File: src/rtl/bc_scan.sv
// Box-count scanner: walks one square grid level of a box-count RAM bank and
// reports the non-zero cell count, the value sum and the peak value.
module bc_scan #(
    parameter int BOX_IDX  = 3,
    parameter int DATA_LEN = 8
) (
    input  logic                         CLK,
    input  logic                         RST,
    input  logic                         start,
    input  logic [BOX_IDX:0]             level,
    input  logic                         bank,
    output logic                         rd_en,
    output logic [2*BOX_IDX:0]           rd_addr,
    input  logic [DATA_LEN-1:0]          rd_data,
    output logic                         busy,
    output logic                         done,
    output logic [2*BOX_IDX:0]           box_cnt,
    output logic [DATA_LEN+2*BOX_IDX-1:0] mass_sum,
    output logic [DATA_LEN-1:0]          max_val
);

    localparam int AW = 2*BOX_IDX + 1;
    localparam int SW = DATA_LEN + 2*BOX_IDX;
    localparam logic [BOX_IDX:0]   LVL_MAX  = (BOX_IDX+1)'(BOX_IDX);
    localparam logic [BOX_IDX-1:0] C_ZERO   = {BOX_IDX{1'b0}};
    localparam logic [BOX_IDX-1:0] C_ONES   = {BOX_IDX{1'b1}};
    localparam logic [BOX_IDX-1:0] C_ONE    = {{(BOX_IDX-1){1'b0}}, 1'b1};

    typedef enum logic [1:0] {
        ST_IDLE  = 2'd0,
        ST_SCAN  = 2'd1,
        ST_DRAIN = 2'd2,
        ST_DONE  = 2'd3
    } state_t;

    state_t                r_state;
    state_t                w_state_nxt;
    logic [BOX_IDX-1:0]    r_x;
    logic [BOX_IDX-1:0]    r_y;
    logic [BOX_IDX-1:0]    r_max_coord;
    logic                  r_bank;
    logic                  r_rd_en;
    logic [AW-1:0]         r_rd_addr;
    logic                  r_vld;
    logic                  r_busy;
    logic                  r_done;
    logic [AW-1:0]         r_acc_cnt;
    logic [SW-1:0]         r_acc_sum;
    logic [DATA_LEN-1:0]   r_acc_max;
    logic [AW-1:0]         r_box_cnt;
    logic [SW-1:0]         r_mass_sum;
    logic [DATA_LEN-1:0]   r_max_val;

    logic [BOX_IDX:0]      w_lvl;
    logic [BOX_IDX-1:0]    w_max_coord;
    logic                  w_last;
    logic                  w_nz;
    logic [AW-1:0]         w_cnt_nxt;
    logic [SW-1:0]         w_sum_nxt;
    logic [DATA_LEN-1:0]   w_max_nxt;

    // Level clamp, last-address detect and accumulator next values.
    always_comb begin
        w_lvl       = level;
        w_max_coord = C_ZERO;
        w_last      = 1'b0;
        w_nz        = 1'b0;
        w_cnt_nxt   = r_acc_cnt;
        w_sum_nxt   = r_acc_sum;
        w_max_nxt   = r_acc_max;
        if (level > LVL_MAX) begin
            w_lvl = LVL_MAX;
        end else begin
            w_lvl = level;
        end
        // The grid side minus one is the all-ones coordinate shifted down by the level.
        w_max_coord = C_ONES >> w_lvl;
        w_last      = (r_x == r_max_coord) && (r_y == r_max_coord);
        w_nz        = (rd_data != {DATA_LEN{1'b0}});
        w_cnt_nxt   = r_acc_cnt + {{(AW-1){1'b0}}, w_nz};
        w_sum_nxt   = r_acc_sum + {{(2*BOX_IDX){1'b0}}, rd_data};
        if (rd_data > r_acc_max) begin
            w_max_nxt = rd_data;
        end else begin
            w_max_nxt = r_acc_max;
        end
    end

    // Next-state logic.
    always_comb begin
        w_state_nxt = r_state;
        case (r_state)
            ST_IDLE:  begin
                if (start) begin
                    w_state_nxt = ST_SCAN;
                end else begin
                    w_state_nxt = ST_IDLE;
                end
            end
            ST_SCAN:  begin
                if (w_last) begin
                    w_state_nxt = ST_DRAIN;
                end else begin
                    w_state_nxt = ST_SCAN;
                end
            end
            ST_DRAIN: w_state_nxt = ST_DONE;
            ST_DONE:  w_state_nxt = ST_IDLE;
            default:  w_state_nxt = ST_IDLE;
        endcase
    end

    // State register.
    always_ff @(posedge CLK or posedge RST) begin
        if (RST) begin
            r_state <= ST_IDLE;
        end else begin
            r_state <= w_state_nxt;
        end
    end

    // Address walk, accumulation and result capture.
    always_ff @(posedge CLK or posedge RST) begin
        if (RST) begin
            r_x         <= C_ZERO;
            r_y         <= C_ZERO;
            r_max_coord <= C_ZERO;
            r_bank      <= 1'b0;
            r_rd_en     <= 1'b0;
            r_rd_addr   <= {AW{1'b0}};
            r_vld       <= 1'b0;
            r_busy      <= 1'b0;
            r_done      <= 1'b0;
            r_acc_cnt   <= {AW{1'b0}};
            r_acc_sum   <= {SW{1'b0}};
            r_acc_max   <= {DATA_LEN{1'b0}};
            r_box_cnt   <= {AW{1'b0}};
            r_mass_sum  <= {SW{1'b0}};
            r_max_val   <= {DATA_LEN{1'b0}};
        end else begin
            // Read data lags the strobe by one cycle.
            r_vld <= r_rd_en;
            case (r_state)
                ST_IDLE: begin
                    if (start) begin
                        r_max_coord <= w_max_coord;
                        r_bank      <= bank;
                        r_x         <= C_ZERO;
                        r_y         <= C_ZERO;
                        r_rd_en     <= 1'b1;
                        r_rd_addr   <= {C_ZERO, bank, C_ZERO};
                        r_busy      <= 1'b1;
                        r_acc_cnt   <= {AW{1'b0}};
                        r_acc_sum   <= {SW{1'b0}};
                        r_acc_max   <= {DATA_LEN{1'b0}};
                    end
                end
                ST_SCAN: begin
                    if (r_vld) begin
                        r_acc_cnt <= w_cnt_nxt;
                        r_acc_sum <= w_sum_nxt;
                        r_acc_max <= w_max_nxt;
                    end
                    if (w_last) begin
                        r_rd_en <= 1'b0;
                    end else if (r_y == r_max_coord) begin
                        r_y       <= C_ZERO;
                        r_x       <= r_x + C_ONE;
                        r_rd_addr <= {r_x + C_ONE, r_bank, C_ZERO};
                    end else begin
                        r_y       <= r_y + C_ONE;
                        r_rd_addr <= {r_x, r_bank, r_y + C_ONE};
                    end
                end
                ST_DRAIN: begin
                    r_box_cnt  <= w_cnt_nxt;
                    r_mass_sum <= w_sum_nxt;
                    r_max_val  <= w_max_nxt;
                    r_done     <= 1'b1;
                    r_busy     <= 1'b0;
                end
                ST_DONE: begin
                    r_done <= 1'b0;
                end
                default: begin
                    r_done  <= 1'b0;
                    r_busy  <= 1'b0;
                    r_rd_en <= 1'b0;
                end
            endcase
        end
    end

    assign rd_en    = r_rd_en;
    assign rd_addr  = r_rd_addr;
    assign busy     = r_busy;
    assign done     = r_done;
    assign box_cnt  = r_box_cnt;
    assign mass_sum = r_mass_sum;
    assign max_val  = r_max_val;

endmodule
File: config.mk
export PLATFORM = sky130hd
export DESIGN_NAME = bc_scan
export DESIGN_NICKNAME = d
export VERILOG_FILES = /design/src/rtl/bc_scan.sv
export SDC_FILE = /design/constraint.sdc
export NUM_CORES = 1
export LEC_CHECK = 0
export CAP_MARGIN = 20
export CORE_MARGIN = 3
export CORE_UTILIZATION = 40
export DETAILED_ROUTE_END_ITERATION = 10
export GPL_ROUTABILITY_DRIVEN = 1
export HOLD_SLACK_MARGIN = 0.02
export MAX_ROUTING_LAYER = met4
export RECOVER_POWER = 50
export SYNTH_ARGS = -nofsm -noshare
export SYNTH_HDL_FRONTEND = slang
export SYNTH_SLANG_ARGS = --single-unit
export TNS_END_PERCENT = 100
File: constraint.sdc
create_clock -name CLK -period 3.8 [get_ports CLK]
set_input_delay 0.76 -clock CLK [delete_from_list [all_inputs] [get_ports CLK]]
set_output_delay 0.76 -clock CLK [all_outputs]
set_load 0.02 [all_outputs]
==> results by group, run 1 <==
Cells and area
  • Fillers: 922
  • Area of the multi-input gates: 0.002076 mm2
  • Reg area: 0.001952 mm2
  • Post-layout nets: 524
  • Post-Layout Cell Count: 625
  • Post-route design area: 0.005110 mm2
  • Area delta synth->final: 21.22%
  • ANT cells: 0
  • Share of post-route cells with drive strength above 1: 0.06504

Clock tree
  • Clock root cell: clkbuf_8
  • H-tree depth: 3
  • Post-CTS Setup Bufs: 0
  • Hold_buf cts: 0
  • # clock sinks: 78
  • Clk Latency, worst-skew pair: 340 ps
  • CTS tree: built
  • CTS Buf Count: 9
  • Clock-pin slew on the worst setup and hold paths: 80 ps
  • PostCTS Resize Cnt: 0
  • Clk buf depth: 2

Logic synthesis
  • Ys flop type: dfrtp_1
  • Synth Instances: 439
  • Top cells by area, synth: dfrtp_1, ha_1, nand2_1, o21ai_0, xnor2_1
  • Mapped cell area: 0.004215 mm2
  • Number of synthesized register bits: 78
  • Sequential area share after synthesis: 0.4630
  • Top cell type's share of synthesized area: 0.4630
  • Post-synth EDFFs: 0
  • YS warnings: 0
  • Syn Area/Cell: 9.602 um2
  • Post-synth ARST share: 1.000
  • Yosys cell types: 57
  • Syn_nets: 476
  • Cell taking the most area after synthesis: dfrtp_1

Pwr
  • Power Density: 823.5 mW/mm2
  • VDD IR max: 0.4043 mV
  • Leakage: 2.290 nW

Global route
  • Total gr overflow: 0
  • Vias in the first global route: 3,310
  • Initial antenna violation count: 0
  • First-pass GRT wire length: 16,440 um
  • Largest net degree at the start of global routing: 79
  • Tot GR Track Use: 0.1802

STA
  • Setup TNS: 0 ps
  • Final hold violation count: 0
  • Highest achievable clock rate: 348.4 MHz
  • # setup viols final: 0
  • Fin Clk Skew: 8.961 ps
  • Max_slew headroom: -0.2769
  • Max-slew violation count: 105
  • Period utilisation layout: 0.7553
  • Min cycle time layout: 2870 ps
  • Worst-margin pin slew: 1915 ps
  • RSZ-0062 raised after global routing: no

Routing
  • DR vias: 3,336
  • Final WL: 9588 um
  • TritonRoute pass-1 iters: 4
  • Post-DR wirelength/cell: 15.34 um
  • DR iter-0 viols: 138
  • DRT antenna net count: 0
  • Vias/cell: 5.338
  • Drt drc: 0

Floorplan
  • Core Area: 0.01000 mm2
  • FP Rows: 36
  • Initial core utilization: 0.4215
  • Die X: 108.7 um
  • Die Y-Extent: 108.7 um
  • I/O Pins: 55
  • Die area: 0.01181 mm2

Setup path
  • Critical path type: in2reg
  • CP Capture Type: register
  • CP Data Arrival Time: 3100 ps
  • Worst path required time: 4030 ps
  • Crit path max fanout: 11
  • Type of element launching the critical path: input port

Place
  • Dpl cell area: 0.004887 mm2
  • PortBufs: 54
  • HPWL Detailed: 6631 um
  • Cells after DPL: 609
  • Gpl congestion: 0.8506

Status
  • Failing checks: capacitance limit, slew limit
  • Status: finished with violations

Run
  • MaxCap Viol Count: 2

Hold path
  • HP Class: reg2reg
==> metrics by stage <==
stage | utilization | total power, mW | hold WS, ps | setup WS [ps]
finish | 0.5110 | 4.208 | 449.4 | 929.8
global route | 0.5110 | 4.540 | 465.4 | 725.8
CTS | 0.5136 | 4.261 | 449.9 | 966.8
detailed placement | 0.4887 | 3.477 | 415.4 | 604.1
global placement | 0.4860 | 3.427 | 423.1 | 641.8
floorplan | - | 2.785 | 442.8 | 1045
==> where the power goes <==
group          switching [mW]  internal (mW)  leakage (nW)  total [mW]
registers               0.225           1.13          1.00        1.35
logic                    1.21          0.880          1.17        2.09
clock network           0.295          0.473         0.124       0.768
==> synthesized netlist by cell type (2+ instances only) <==
cell / number
a21o_1: 10
clkbuf_1: 10
xnor2_1: 17
o31ai_1: 8
xor2_1: 4
o211ai_1: 3
o2111ai_1: 2
ha_1: 20
nand4_1: 6
nor2_1: 20
a31oi_1: 18
and3_1: 16
a22oi_1: 2
nand2b_1: 4
a32o_1: 10
a31o_2: 4
a21oi_1: 15
nand2_1: 66
nand3_1: 7
or3_1: 2
buf_6: 2
inv_1: 18
mux2_2: 2
buf_2: 11
nor3_1: 3
a22o_1: 2
dfrtp_1: 78
nand3b_1: 2
nor4_1: 3
nor2b_1: 13
o21ai_0: 35
==> final timing paths <==
kind / slack [ps] / cells after the start / start / end
worst max-delay path: 930 / 10 / rd_data[0] / mass_sum[12]$_DFFE_PP0P_
worst min-delay path: 450 / 0 / rd_en$_DFFE_PP0P_ / r_vld$_DFF_PP0_
worst min register to register: 450 / 0 / rd_en$_DFFE_PP0P_ / r_vld$_DFF_PP0_
worst max register to register: 1310 / 4 / register / box_cnt[3]$_DFFE_PP0P_
max in group asynchronous: 1140 / 3 / RST / r_acc_sum[3]$_DFFE_PP0P_
min in group asynchronous: 1530 / 3 / RST / max_val[3]$_DFFE_PP0P_
==> cell type report <==
cell class,instances,area share
clock buffer,13,0.03110
clock inverter,3,0.01763
inverter,18,0.01322
multi-input combinational,320,0.4062
sequential,78,0.3820
tap,133,0.03257
timing repair buffer,60,0.1173
==> routing by layer <==
| metal | part of all wire | global-route usage | vias to the layer above | routed length [um] |
|---|---|---|---|---|
| met4 | 0.0094 | 0.04779 | 0 | 90 |
| met1 | 0.50 | 0.2520 | 1583 | 4781 |
| met5 | 0 | - | - | 0 |
| li1 | - | - | 1675 | - |
| met2 | 0.45 | 0.2661 | 70 | 4331 |
| met3 | 0.040 | 0.04026 | 8 | 385 |
==> kinds of logic after synthesis <==
logic type	after synthesis	share of synthesized area
AO/OA/AOI/OAI	122	0.1980
buffers and inverters	41	0.04334
AND/OR/NAND/NOR	154	0.1825
multiplexers	2	0.005342
XOR/XNOR	21	0.04363
adder cells (fa/ha/maj)	21	0.06411
flip-flops	78	0.4630
==> state kept, by name, summed over array words and instances, names as in the netlist, 2 cells and up, named ones only <==
signal,flops
box_cnt,7
mass_sum,14
max_val,8
r_acc_cnt,7
r_acc_max,8
r_acc_sum,14
r_max_coord,3
r_x,3
r_y,2
rd_addr,5
==> cell usage in the layout, fill, tap and decap left out, drive strengths merged, types with 14 or more instances in the layout <==
cell type      synthesis  layout
o21ai                 35      35
inv                   18      17
nor2                  21      21
a21oi                 16      16
ha                    20      20
and3                  16      16
dfrtp                 78      78
clkdlybuf4s50          0      47
clkbuf                10      15
nor2b                 14      14
a31oi                 18      18
nand2                 67      67
xnor2                 17      17
==> critical path, stage by stage <==
cell and delay (ps):
clkdlybuf4s50_1 580, ha_1 250, inv_1 70, fa_1 400, nor2b_1 160, o2111ai_1 150
a31oi_1 170, buf_4 190, a31oi_1 90, a221o_1 270
Power figures use the tool's default switching activity.
==> inputs of run 2 (changes only) <==
Clock period 3.8 ns to 2.32 ns, I/O delays scaled along.
==> results by group, run 2 (synthesis gave the netlist of run 1 again) <==
Clock tree
  • Clk Latency, worst-skew pair: 350 ps
  • Clk buf depth: 2
  • H-tree depth: 3
  • Clock root cell: clkbuf_8
  • # clock sinks: 78
  • Clock-pin slew on the worst setup and hold paths: 80 ps
  • CTS tree: built
  • CTS Buf Count: 9

Status
  • Status: finished, final reports clean

Setup path
  • Critical path type: in2reg
  • Max incr delay on CP: 490 ps
  • WP buf/inv: 2
  • Worst r2r dst: r_acc_sum[10]$_DFFE_PP0P_
  • Worst path required time: 2560 ps
  • Type of element launching the critical path: input port
  • Crit path max fanout: 4
  • Stages on the worst setup path: 8
  • Cell family with most CP delay: compound AO/OA/AOI/OAI gates
  • R2R depth: 9
  • CP Capture Type: register
  • Worst reg2reg path startpoint: r_acc_sum[0]$_DFFE_PP0P_
  • Reg2reg setup slack: 240 ps
  • Slowest CP cell: clkdlybuf4s50_1
  • CP Data Arrival Time: 2490 ps
  • Crit path cell chain: clkdlybuf4s50_1 -> ha_1 -> nor2b_2 -> o2111ai_2 -> a31oi_4 -> buf_6 -> and3_1 -> a221o_1

Cells and area
  • Fillers: 932
  • ANT cells: 0
  • Commonest non-fill, non-tap cell in the layout: dfrtp_1
  • Most frequent cells in the layout: dfrtp_1, nand2_1, clkdlybuf4s50_1
  • Post-layout nets: 567
  • Share of post-route cells with drive strength above 1: 0.1536
  • Post-Layout Cell Count: 667
  • Area delta synth->final: 29.42%

STA
  • # setup viols final: 0
  • Highest achievable clock rate: 445.2 MHz
  • Min cycle time layout: 2246 ps
  • Max-slew violation count: 0
  • Fin Clk Skew: 10.27 ps
  • Setup TNS: 0 ps
  • Max_slew headroom: 0.4047
  • Period utilisation layout: 0.9681
  • Worst-margin pin slew: 888.1 ps
  • RSZ-0062 raised after global routing: yes
  • Final hold violation count: 0

Floorplan
  • Die Y-Extent: 108.7 um
  • I/O Pins: 55
  • FP Rows: 36
  • Core Area: 0.01000 mm2
  • Die area: 0.01181 mm2
  • Die X: 108.7 um
  • Initial core utilization: 0.4215

Pwr
  • Int Pwr: 4.202 mW
  • Psw: 2.933 mW
  • Share of power burned in registers: 0.311
  • Tot Pwr: 7.135 mW
  • Power Density: 1308 mW/mm2
  • Leakage: 2.514 nW
  • VDD IR max: 0.5754 mV
  • Clock group share of total power: 0.158
  • Switching share of power: 0.4111
  • Comb power frac: 0.531

Hold path
  • Hold path startpoint: rd_en$_DFFE_PP0P_
  • Min-Delay Endpoint: r_vld$_DFF_PP0_
  • HP Class: reg2reg
  • Min-Delay Path Depth: 0

Routing
  • Vias/cell: 5.360
  • DR vias: 3,575
  • DR iter-0 viols: 175
  • Final WL: 9995 um
  • Drt drc: 0
  • Post-DR wirelength/cell: 14.99 um
  • DRT antenna net count: 0
  • TritonRoute pass-1 iters: 4

Run
  • MaxCap Viol Count: 0

Global route
  • First-pass GRT wire length: 17,040 um
  • Vias in the first global route: 3,462
  • Total gr overflow: 0
  • Largest net degree at the start of global routing: 38
  • Initial antenna violation count: 0
  • Tot GR Track Use: 0.1876

Place
  • Gpl congestion: 0.8924
  • PortBufs: 54
  • Cells after DPL: 651
  • HPWL Detailed: 7392 um
[run 2: changes by cell type in the layout (fill, tap and decap cells not counted), moves of 2 or more]
cell / previous run / this run
buf_12: 0 / 2
buf_4: 3 / 41
clkbuf_1: 3 / 5
clkdlybuf4s50_1: 47 / 45
dlygate4sd2_1: 0 / 2
dlygate4sd3_1: 7 / 3
dlymetal6s2s_1: 0 / 4
nor4_1: 3 / 1
nor4_2: 0 / 2
[run 2: repair_timing]
action,in CTS,in global routing
resized for setup,9,7
setup endpoints to repair,9,25
hold buffers,0,0
cloned,0,0
pin swaps,1,3
setup buffers,1,0
[run 2: worst register-to-register path: cells and delay by family, from the launching register on]
| kind | cells | cell delay, ps |
|---|---|---|
| adders and majority gates | 2 | 580 |
| AOI/OAI and AO/OA | 3 | 530 |
| DFF | 1 | 360 |
| and+or+nand+nor | 2 | 270 |
| buffers and inverters | 2 | 220 |
[run 2: power groups by stage]
stage	sequential [mW]	combinational [mW]	clock (mW)
floorplan	2.47	2.09	0
global placement	2.23	3.75	0
detailed placement	2.24	3.79	0
CTS	2.22	3.86	1.15
global route	2.29	4.19	1.21
finish	2.22	3.79	1.13
[run 2: metal layers]
layer	vias to the layer above	part of all wire	track usage
met5	-	0	-
met4	0	0.014	0.05500
met3	12	0.042	0.03375
met2	79	0.45	0.2886
met1	1725	0.50	0.2553
li1	1759	-	-
[run 2: area by class of cell]
type	instances	area, um2	area share
Clock inverter	3	68.82	0.01261
Tap cell	133	166.4	0.03050
Multi-Input combinational cell	320	2126	0.3897
Timing Repair Buffer	103	928.4	0.1702
Sequential cell	78	1952	0.3578
Inverter	18	68.82	0.01261
Clock buffer	12	145.1	0.02661
[run 2: stage by stage]
step / area, um2 / setup slack (ps) / hold WS, ps / util
after detailed placement: 5224 / -512.4 / 422.8 / 0.5224
after CTS: 5474 / 33.07 / 452.6 / 0.5474
after global routing: 5455 / -3.600 / 475.4 / 0.5455
after global placement: 5224 / -474.0 / 420.3 / 0.5224
final: 5455 / 74.02 / 444.8 / 0.5455
after floorplan: 4219 / 166.3 / 442.8 / -
[run 2: worst max path at each step]
stage | from | to | slack (ps)
after floorplan | rd_data[0] | mass_sum[12]$_DFFE_PP0P_ | 170
after global placement | rd_data[0] | mass_sum[10]$_DFFE_PP0P_ | -470
after detailed placement | rd_data[0] | r_acc_sum[10]$_DFFE_PP0P_ | -510
after CTS | rd_data[6] | mass_sum[13]$_DFFE_PP0P_ | 30
after global routing | rd_data[2] | mass_sum[12]$_DFFE_PP0P_ | -4
final | rd_data[2] | mass_sum[12]$_DFFE_PP0P_ | 70
